<file path="src/rtl/imem_loader_pkg.sv">
// Shared types and widths for the instruction-memory byte loader.
package imem_loader_pkg;
    localparam int WORD_W          = 32;
    localparam int BYTE_W          = 8;
    localparam int BYTES_PER_WORD  = 4;
    localparam int IMEM_DEPTH_LOG2 = 8;

    typedef enum logic [2:0] {
        S_IDLE  = 3'd0,
        S_RECV  = 3'd1,
        S_WRITE = 3'd2,
        S_CHECK = 3'd3,
        S_DONE  = 3'd4
    } state_t;
endpackage

</file>
<file path="src/rtl/imem_word_packer.sv">
// Packs bytes MSB-first into 32-bit words; word_vld is combinational on the 4th byte.
// No internal storage beyond 3 bytes, so it never stalls the byte source.
module imem_word_packer
    import imem_loader_pkg::*;
(
    input  logic              clk,
    input  logic              rst_n,
    input  logic              clr,
    input  logic              byte_vld,
    input  logic [BYTE_W-1:0] byte_dat,
    output logic              word_vld,
    output logic [WORD_W-1:0] word_dat
);
    logic [1:0]               byte_cnt;
    logic [WORD_W-BYTE_W-1:0] shreg;

    assign word_vld = byte_vld && (byte_cnt == 2'(BYTES_PER_WORD - 1));
    // Earlier bytes have been shifted toward the MSB, so the first byte lands in [31:24].
    assign word_dat = {shreg, byte_dat};

    always_ff @(posedge clk or negedge rst_n) begin
        if (!rst_n) begin
            byte_cnt <= '0;
            shreg    <= '0;
        end else if (clr) begin
            byte_cnt <= '0;
            shreg    <= '0;
        end else if (byte_vld) begin
            byte_cnt <= byte_cnt + 2'd1;
            shreg    <= {shreg[WORD_W-2*BYTE_W-1:0], byte_dat};
        end
    end
endmodule

</file>
<file path="src/rtl/imem_loader.sv">
// Byte-stream loader for the instruction memory: one write 1 cycle after each 4th byte, 4 bytes per 5 cycles.
// in_ready drops in WRITE/DONE/IDLE; optional trailing XOR checksum byte under IMEM_LOADER_CHECKSUM_EN.
module imem_loader
    import imem_loader_pkg::*;
#(
    parameter logic [31:0] BASE_ADDR  = 32'h0000_0000,
    parameter int          DEPTH_LOG2 = IMEM_DEPTH_LOG2
)
(
    input  logic                  clk,
    input  logic                  rst_n,
    input  logic                  start,
    input  logic [DEPTH_LOG2-1:0] word_count,
    input  logic                  abort,
    input  logic                  in_valid,
    input  logic [BYTE_W-1:0]     in_data,
    output logic                  in_ready,
    output logic                  wr_en,
    output logic [WORD_W-1:0]     wr_addr,
    output logic [WORD_W-1:0]     wr_data,
    output logic                  busy,
    output logic                  done,
    output logic                  err
);
    localparam logic [DEPTH_LOG2-1:0] IDX_ONE = 1;

    state_t                state, nxt;
    logic [DEPTH_LOG2-1:0] count_q;
    logic [DEPTH_LOG2-1:0] word_idx;
    logic [DEPTH_LOG2-1:0] idx_next;
    logic                  accept;
    logic                  byte_take;
    logic                  pack_clr;
    logic                  last_word;
    logic                  word_vld;
    logic [WORD_W-1:0]     word_dat;
    logic                  load_go;

    assign accept    = in_valid && in_ready;
    assign byte_take = accept && (state == S_RECV);
    assign load_go   = (state == S_IDLE) && start && !abort;
    assign pack_clr  = load_go || abort;
    assign idx_next  = word_idx + IDX_ONE;
    // A latched count of 0 means a full memory: idx wraps to 0 after the last word.
    assign last_word = (idx_next == count_q);

    imem_word_packer u_packer (
        .clk      (clk),
        .rst_n    (rst_n),
        .clr      (pack_clr),
        .byte_vld (byte_take),
        .byte_dat (in_data),
        .word_vld (word_vld),
        .word_dat (word_dat)
    );

    always_comb begin
        nxt = state;
        case (state)
            S_IDLE:  if (start) nxt = S_RECV;
            S_RECV:  if (word_vld) nxt = S_WRITE;
`ifdef IMEM_LOADER_CHECKSUM_EN
            S_WRITE: nxt = last_word ? S_CHECK : S_RECV;
            S_CHECK: if (accept) nxt = S_DONE;
`else
            S_WRITE: nxt = last_word ? S_DONE : S_RECV;
`endif
            S_DONE:  nxt = S_IDLE;
            default: nxt = S_IDLE;
        endcase
        if (abort) nxt = S_IDLE;
    end

    always_ff @(posedge clk or negedge rst_n) begin
        if (!rst_n) begin
            state    <= S_IDLE;
            in_ready <= 1'b0;
            wr_en    <= 1'b0;
            busy     <= 1'b0;
            done     <= 1'b0;
            wr_addr  <= BASE_ADDR;
            wr_data  <= '0;
            count_q  <= '0;
            word_idx <= '0;
        end else begin
            state    <= nxt;
            in_ready <= (nxt == S_RECV) || (nxt == S_CHECK);
            wr_en    <= (nxt == S_WRITE);
            busy     <= (nxt != S_IDLE);
            done     <= (nxt == S_DONE);
            if (load_go) begin
                count_q  <= word_count;
                word_idx <= '0;
            end
            if ((state == S_RECV) && word_vld && !abort) begin
                wr_addr <= BASE_ADDR + {{(WORD_W-DEPTH_LOG2-2){1'b0}}, word_idx, 2'b00};
                wr_data <= word_dat;
            end
            if (state == S_WRITE) word_idx <= idx_next;
        end
    end

`ifdef IMEM_LOADER_CHECKSUM_EN
    logic [BYTE_W-1:0] xor_q;

    always_ff @(posedge clk or negedge rst_n) begin
        if (!rst_n) begin
            xor_q <= '0;
            err   <= 1'b0;
        end else if (load_go) begin
            xor_q <= '0;
            err   <= 1'b0;
        end else begin
            if (byte_take) xor_q <= xor_q ^ in_data;
            // Err is sticky: only a fresh Start clears it, abort leaves it alone.
            if ((state == S_CHECK) && accept && !abort && (in_data != xor_q)) err <= 1'b1;
        end
    end
`else
    assign err = 1'b0;
`endif
endmodule
</file>
<file path="config.mk">
export PLATFORM = sky130hd
export DESIGN_NAME = imem_loader
export DESIGN_NICKNAME = d
export VERILOG_FILES = /design/src/rtl/imem_loader_pkg.sv /design/src/rtl/imem_word_packer.sv /design/src/rtl/imem_loader.sv
export SDC_FILE = /design/constraint.sdc
export NUM_CORES = 1
export LEC_CHECK = 0
export ABC_AREA = 1
export BUFFER_PORTS_ARGS = -buffer_cell sky130_fd_sc_hd__buf_4
export CORE_MARGIN = 5
export CORE_UTILIZATION = 37
export DETAILED_ROUTE_END_ITERATION = 6
export SYNTH_ARGS = -nofsm -noshare
export SYNTH_HDL_FRONTEND = slang
export SYNTH_SLANG_ARGS = --single-unit
</file>
<file path="constraint.sdc">
create_clock -name clk -period 3.9 [get_ports clk]
set_clock_uncertainty 0.05 [all_clocks]
set_input_delay 0.585 -clock clk [delete_from_list [all_inputs] [get_ports clk]]
set_output_delay 0.585 -clock clk [all_outputs]
set_load 0.02 [all_outputs]
</file>
==> results of run 1 <==
==> cell families after synthesis <==
logic type                 synth area share
AOI/OAI and AO/OA                     0.115
xor gates and xnor gates            0.00460
adders and majority gates           0.00657
buffers and inverters                 0.125
DFF                                   0.585
other                              0.000985
and+or+nand+nor                       0.163
==> state kept, by name, summed over array words and instances (netlist names), 2 cells and up <==
register           count
wr_data               32
u_packer.byte_cnt      2
u_packer.shreg        24
wr_addr                8
state                  3
word_idx               8
count_q                8
==> area by class of cell <==
class	instances	area, µm²	area share
sequential	89	2230	0.495
timing repair buffer	67	503	0.112
multi-input combinational	250	1200	0.266
tap	136	170	0.0378
inverter	60	225	0.0500
clock inverter	3	42.5	0.00945
clock buffer	12	135	0.0300
==> power breakdown <==
group / internal [W] / switching [W]
clock network: 0.000293 / 0.000304
registers: 0.000940 / 0.0000102
logic: 0.0000384 / 0.0000885
==> layer usage <==
metal  vias up  wire, µm  GRT usage
li1       1408         -          -
met1      1322      3580      0.169
met2        69      3840      0.222
met3        15       395     0.0364
met4         0       201     0.0511
met5         -         0          0
==> per-stage QoR <==
stage | cell area (µm²) | hold WS (ns) | util | total power (W) | std cells
floorplan | 3900 | 0.239 | - | 0.00106 | 438
global placement | 4330 | 0.418 | 0.425 | 0.00110 | 602
detailed placement | 4330 | 0.427 | 0.425 | 0.00110 | 602
CTS | 4500 | 0.303 | 0.442 | 0.00170 | 617
global route | 4500 | 0.344 | 0.442 | 0.00175 | 617
finish | 4500 | 0.277 | 0.442 | 0.00167 | 617
==> layout by cell type, fill, tap and decap left out, types with 2 or more instances in the layout <==
master | netlist | layout
nand3_1 | 23 | 22
nand2_2 | 3 | 3
clkbuf_1 | 5 | 3
clkbuf_8 | 0 | 9
nand2_1 | 92 | 92
conb_1 | 1 | 25
o21ai_0 | 49 | 49
nor2_2 | 3 | 3
nand3_2 | 1 | 2
ha_1 | 2 | 2
o21ai_1 | 6 | 6
inv_1 | 59 | 59
dfrtp_1 | 89 | 89
nand4_1 | 2 | 2
nor2_1 | 9 | 9
buf_4 | 25 | 67
o22ai_1 | 25 | 25
nor4_1 | 2 | 2
==> worst paths after layout <==
check / start / to / slack (ns) / depth (start not counted)
worst max-delay path: state[1] / u_packer.shreg[21] / 1.96 / 4
worst min-delay path: rst_n / wr_data[6] / 0.28 / 1
worst max register to register: state[1] / u_packer.shreg[21] / 1.96 / 4
worst min register to register: wr_data[8] / wr_data[8] / 0.44 / 2
max in group asynchronous: rst_n / u_packer.shreg[1] / 2.68 / 2
min in group clk: word_count[0] / count_q[0] / 0.38 / 3
==> flow_metrics.tcl, run 1 <==
set metrics [dict create \
    status "complete, no violations" \
    grt_pass1_vias 2835 \
    cp-start-kind "register" \
    path_delay_family "simple AND/OR/NAND/NOR gates" \
    leakagePower_nw 2.25 \
    fmax_ghz 0.515 \
    fin_tns_setup_ns 0 \
    critPathKind "reg -> reg" \
    grt_overflow 0 \
    cp_slowest_cell "nand2_1" \
    required_ns 4.04 \
    setup_slack_ns 1.96 \
    yosysWarnings 0 \
    cts_hold_buf 0 \
    synthTopCellsByCount "92 x nand2_1, 89 x dfrtp_1, 59 x inv_1" \
    synth-main-ff-cell "dfrtp_1" \
    period_minus_slack_ns 1.94 \
    hold_violations 0 \
    core_um2 10200 \
    tightest_slew_ns 0.820 \
    cts_buffers 9 \
    hp-class "in -> async" \
    ys_ff_latch 89 \
    antenna_found_initial 0 \
    cts.path.max_buffers 2 \
    start_util 0.374 \
    relSlewSlack 0.454 \
    clk_pin_slew_worst_paths_ns 0.08 \
    fin_nets 500 \
    vias 2814 \
    setup_viol 0 \
    cts_tree "done" \
    dieArea_um2 12400 \
    post_cts.repair.setup_buffers 0 \
    grt_usage 0.134 \
    drcViolationCount 0 \
    crit_path_max_incr_delay_ns 0.61 \
    synth_top_area_frac 0.585 \
    synth_edf_count 0 \
    dieWidth_um 111 \
    drive_gt1_frac 0.191 \
    postRouteAntennaNets 0 \
    peakVddDrop_mv 0.190 \
    post_cts_resized 0 \
    path_buf_inv 0 \
    finalCritPeriodShare 0.498 \
    htreeDepth 3 \
    path_max_fanout 25 \
    wl_per_cell_um 13.0 \
    power_density_nw_per_um2 372 \
    cts_root_buffer "clkbuf_8" \
    pre_cts_ws_ns 1.74 \
    crit_arrival_ns 2.08 \
    first_iter_violations 84 \
    post-synth-top-count-cell "nand2_1" \
    yosysUniqueCellTypes 28 \
    cp_cell_sequence "nor4_2 -> nor2_1 -> nand2_1 -> o22ai_1" \
    synthToLayoutAreaGrowth_pct 18.3 \
    critPathCaptureType "register" \
    cts_num_sinks 89 \
    yosysTopAreaCell "dfrtp_1" \
    yosys-top-cells-area "dfrtp_1 59%, nand2_1 9.1%, o21ai_0 6.4%" \
    gp_congestion 0.848 \
    nFillCells 1033 \
    max_cap_viol_count 0 \
    num_io_pins 90 \
    grt_max_degree 84 \
    die_h_um 111 \
    rsz0062_at_grt "false" \
    synthesis.area_um2 3810 \
    n_antenna_cell 0 \
    post-dp-hpwl_um 5720 \
    grt_pass1_wl_um 13700 \
    viasPerCell 4.56 \
    ys_async_sr_fraction 1.00 \
    drt_wl_total_um 8010 \
    drv_slew 0 \
    worstSkewPairLatency_ns 0.35 \
    post_synth.cell_area_avg_um2 9.19 \
    dr.pass1.iters 4 \
    core.rowCount 37 \
    synth_seq_area_share 0.585 \
    port-buffer-count 64 \
    synth_cells 414 \
]
No activity file was read; power rests on OpenSTA's default activity.
==> run 2: changes to the inputs <==
Clock period 3.9 ns to 1.8 ns, I/O delays scaled along.
==> flow_metrics.tcl, run 2 (synthesis gave the netlist of run 1 again) <==
set metrics [dict create \
    status "complete, no violations" \
    cts_tree "done" \
    drt_wl_total_um 8590 \
    placed_area_um2 4420 \
    grt_overflow 0 \
    postLayoutCellArea_um2 4780 \
    rsz0062_at_grt "true" \
    cts_buffers 9 \
    drive_gt1_frac 0.260 \
    hp-class "in -> reg" \
    synthToLayoutAreaGrowth_pct 25.5 \
    hold_violations 0 \
    dr.pass1.iters 6 \
    max_cap_viol_count 0 \
    gp_congestion 0.806 \
    fin_nets 510 \
    setup_viol 0 \
    cts_root_buffer "clkbuf_8" \
    peakVddDrop_mv 0.402 \
    htreeDepth 3 \
    period_minus_slack_ns 1.73 \
    n_antenna_cell 0 \
    first_iter_violations 130 \
    dieArea_um2 12400 \
    grt_usage 0.140 \
    path_max_fanout 7 \
    critPathKind "reg -> reg" \
    grt_max_degree 59 \
    antenna_found_initial 0 \
    vias 2925 \
    fmax_ghz 0.578 \
    leakagePower_nw 2.38 \
    core.rowCount 37 \
    largest_register "wr_data" \
    drcViolationCount 0 \
    port-buffer-count 64 \
    dieWidth_um 111 \
    layout_common_cells "88 x dfrtp_1, 84 x nand2_1, 71 x buf_4" \
    clk_pin_slew_worst_paths_ns 0.09 \
    die_h_um 111 \
    post-dp-hpwl_um 5950 \
    start_util 0.374 \
    crit_arrival_ns 1.92 \
    worstSkewPairLatency_ns 0.35 \
    nFillCells 982 \
    regArea_um2 2230 \
    num_io_pins 90 \
    critPathCaptureType "register" \
    required_ns 1.99 \
    wl_per_cell_um 13.7 \
    viasPerCell 4.66 \
    multi_input_area_um2 1290 \
    reg_top3 "wr_data x32, u_packer.shreg x24" \
    cp-start-kind "register" \
    power_density_nw_per_um2 822 \
    largest_reg_flops 32 \
    cts_num_sinks 89 \
    drv_slew 0 \
    grt_pass1_vias 2875 \
    postRouteAntennaNets 0 \
    mostFrequentLayoutCell "dfrtp_1" \
    cts.path.max_buffers 2 \
    finalCritPeriodShare 0.961 \
    core_um2 10200 \
    power_w 0.00393 \
    grt_pass1_wl_um 14300 \
]
-- run 2: cell types whose count changed in the layout (fill, tap and decap cells not counted), sizes merged --
cell / change
clkbuf: -3
buf: +9
clkinv: +1
bufinv: +1
dlygate4sd3: +1
inv: +2
-- run 2: critical path: stages, from the launching register on --
cell	delay, ns
dfrtp_1	0.42
buf_6	0.13
nand2_4	0.05
nor2_4	0.23
nand3_2	0.12
nand3_2	0.08
nand2_2	0.07
nor2_1	0.10
nand3_1	0.10
nand2_1	0.08
nand2_1	0.06
nand2_2	0.08
nand3_2	0.05
-- run 2: power breakdown --
| group | switching, W | internal, W |
|---|---|---|
| clock | 0.000753 | 0.000797 |
| sequential | 0.0000238 | 0.00204 |
| combinational | 0.000210 | 0.000109 |
| total | 0.000986 | 0.00294 |
-- run 2: worst paths after layout --
kind	endpoint	slack, ns	cells past startpoint	startpoint
hold reg to reg	wr_data[16]	0.44	2	wr_data[16]
hold / removal	count_q[0]	0.07	3	word_count[0]
max in group asynchronous	word_idx[2]	0.84	3	rst_n
setup / recovery	busy	0.07	12	word_idx[1]
setup reg to reg	busy	0.07	12	word_idx[1]
min in group asynchronous	wr_data[7]	0.33	2	rst_n
-- run 2: timing repair --
item | 4_1_cts | 5_1_grt
setup endpoints to repair | 3 | 9
pin swaps | 1 | 18
gates resized for setup | 1 | 27
hold buffers | 1 | 0
buffers inserted | 1 | 2
hold endpoints to repair | 27 | 0
cloned | 0 | 0
-- run 2: area by class of cell --
| class | count | area share |
|---|---|---|
| repair buffers | 77 | 0.133 |
| clock buffers | 9 | 0.0259 |
| flip-flops and latches | 89 | 0.466 |
| multi-input cells | 250 | 0.271 |
| inverters | 60 | 0.0471 |
| clock inverters | 7 | 0.0212 |
| well taps | 136 | 0.0356 |
-- run 2: per-stage QoR --
step,instances,worst slack [ns],TNS (ns),hold WS (ns),utilization
floorplan,438,0.160,0,-0.0756,-
global placement,608,0.0565,0,0.177,0.434
detailed placement,608,-0.0229,-0.0229,0.175,0.434
CTS,626,0.0191,0,0.0496,0.458
global route,628,-0.0603,-0.171,0.0614,0.469
finish,628,0.0699,0,0.0713,0.469
-- run 2: metal layers --
layer	vias up	global-route usage	wire length, µm
li1	1431	-	-
met1	1413	0.185	3740
met2	69	0.234	4360
met3	12	0.0250	356
met4	0	0.0487	127
met5	-	0	0
==> run 3: changes to the inputs <==
Settings changed: SYNTH_HIERARCHICAL set to 1.
==> flow_metrics.tcl, run 3 <==
set metrics [dict create \
    postRouteAntennaNets 0 \
    largest_reg_flops 32 \
    cp-start-kind "register" \
    synth_top_area_frac 0.537 \
    peakVddDrop_mv 0.468 \
    fmax_ghz 0.571 \
    cts_num_sinks 89 \
    setup_viol 0 \
    ys_ff_latch 89 \
    gp_congestion 0.828 \
    yosysUniqueCellTypes 27 \
    ys_async_sr_fraction 1.00 \
    placed_area_um2 4650 \
    viasPerCell 4.62 \
    post-synth-top-count-cell "nand2_1" \
    drive_gt1_frac 0.262 \
    stdcell_count 685 \
    critPathKind "reg -> reg" \
    yosysWarnings 6 \
    synthesis.area_um2 4150 \
    hp-class "in -> reg" \
    n_antenna_cell 0 \
    multi_input_area_um2 1600 \
    synth-main-ff-cell "dfrtp_1" \
    core.rowCount 38 \
    synth_edf_count 0 \
    finalCritPeriodShare 0.973 \
    synthTopCellsByCount "197 x nand2_1, 89 x dfrtp_1, 33 x buf_4" \
    cts.path.max_buffers 2 \
    leakagePower_nw 2.76 \
    max_cap_viol_count 0 \
    fin_nets 563 \
    rsz0062_at_grt "true" \
    reg_top3 "wr_data x32, u_packer/shreg x24" \
    core_um2 10900 \
    post-dp-hpwl_um 6460 \
    yosys-top-cells-area "dfrtp_1 54%, nand2_1 18%, buf_4 6.0%" \
    cts_root_buffer "clkbuf_16" \
    synth_seq_area_share 0.537 \
    vias 3168 \
    worstSkewPairLatency_ns 0.33 \
    grt_overflow 0 \
    dieArea_um2 13400 \
    period_minus_slack_ns 1.75 \
    path_max_fanout 5 \
    drcViolationCount 0 \
    nFillCells 1079 \
    synth_cells 472 \
    num_io_pins 90 \
    first_iter_violations 182 \
    antenna_found_initial 0 \
    port-buffer-count 64 \
    post_synth.cell_area_avg_um2 8.79 \
    postLayoutCellArea_um2 5080 \
    grt_usage 0.145 \
    critPathCaptureType "register" \
    yosysTopAreaCell "dfrtp_1" \
    crit_arrival_ns 1.92 \
    start_util 0.379 \
    dr.pass1.iters 4 \
    required_ns 1.97 \
    power_density_nw_per_um2 827 \
    drv_slew 0 \
    status "complete, no violations" \
    dieWidth_um 116 \
    clk_pin_slew_worst_paths_ns 0.06 \
    htreeDepth 3 \
    drt_wl_total_um 9560 \
    regArea_um2 2230 \
    layout_common_cells "195 x nand2_1, 88 x dfrtp_1, 77 x buf_4" \
    grt_max_degree 40 \
    mostFrequentLayoutCell "nand2_1" \
    hold_violations 0 \
    grt_pass1_vias 3134 \
    largest_register "wr_data" \
    synthToLayoutAreaGrowth_pct 22.6 \
    cts_tree "done" \
    cts_buffers 9 \
    dpl.cell_count 663 \
    grt_pass1_wl_um 15400 \
    wl_per_cell_um 13.9 \
    die_h_um 116 \
]
## run 3: per-layer routing
metal / vias up / GRT usage / wire (µm)
met5: - / 0 / 0
met4: 0 / 0.0472 / 119
met3: 11 / 0.0360 / 569
met2: 97 / 0.237 / 4570
met1: 1509 / 0.189 / 4290
li1: 1551 / - / -
## run 3: cell type report
cell class,count,share of cell area
repair buffers,82,0.132
clock buffers,11,0.0497
inverters,30,0.0226
clock inverters,5,0.00738
well taps,140,0.0345
multi-input cells,328,0.315
flip-flops and latches,89,0.438
## run 3: logic make-up after synthesis
kind of cell / after synthesis / synth area share
xor gates and xnor gates: 2 / 0.00422
AOI/OAI and AO/OA: 24 / 0.0293
DFF: 89 / 0.537
other: 1 / 0.000904
and+or+nand+nor: 273 / 0.302
adders and majority gates: 2 / 0.00603
muxes: 2 / 0.00543
buffers and inverters: 79 / 0.116
## run 3: through the flow
step	TNS, ns	hold slack, ns	total power, W	worst slack (ns)	utilization
2_1_floorplan	-0.179	-0.0756	0.00235	-0.00717	-
3_3_place_gp	0	0.152	0.00242	0.0532	0.425
3_5_place_dp	-0.00275	0.157	0.00242	-0.00275	0.425
4_1_cts	0	0.0612	0.00422	0.00887	0.453
5_1_grt	-0.168	0.0660	0.00439	-0.0684	0.465
6_report	0	0.0662	0.00420	0.0484	0.465
## run 3: power by group
part           internal, W  switching, W  total, W
clock network      0.00102      0.000788   0.00180
logic             0.000105      0.000227  0.000333
registers          0.00204     0.0000267   0.00207
## run 3: path summary, 6_finish.rpt
check,start,endpoint,slack [ns],depth (start not counted)
hold reg to reg,u_packer/shreg[16],u_packer/shreg[16],0.43,2
max in group asynchronous,rst_n,wr_en,0.83,3
hold / removal,abort,done,0.07,2
setup / recovery,word_idx[1],busy,0.05,14
min in group asynchronous,rst_n,wr_addr[9],0.34,2
setup reg to reg,word_idx[1],busy,0.05,14
## run 3: worst max-delay path: stages (launching register included)
cell	delay [ns]
dfrtp_1	0.42
ha_4	0.19
inv_1	0.04
nand2_1	0.08
nand2_1	0.09
nand2_1	0.07
nand2_1	0.04
nor2_1	0.10
nand2_1	0.08
nor2_2	0.12
nand3_2	0.09
nand2_1	0.06
nand2_1	0.05
nand2_2	0.08
nand3_2	0.06
## run 3: what timing repair did
action / CTS / global route
pin swaps: 0 / 1
setup buffers: 0 / 4
gates resized for setup: 1 / 17
hold buffers: 1 / 0
cloned: 0 / 1
setup endpoints to repair: 1 / 59
hold endpoints to repair: 23 / 0
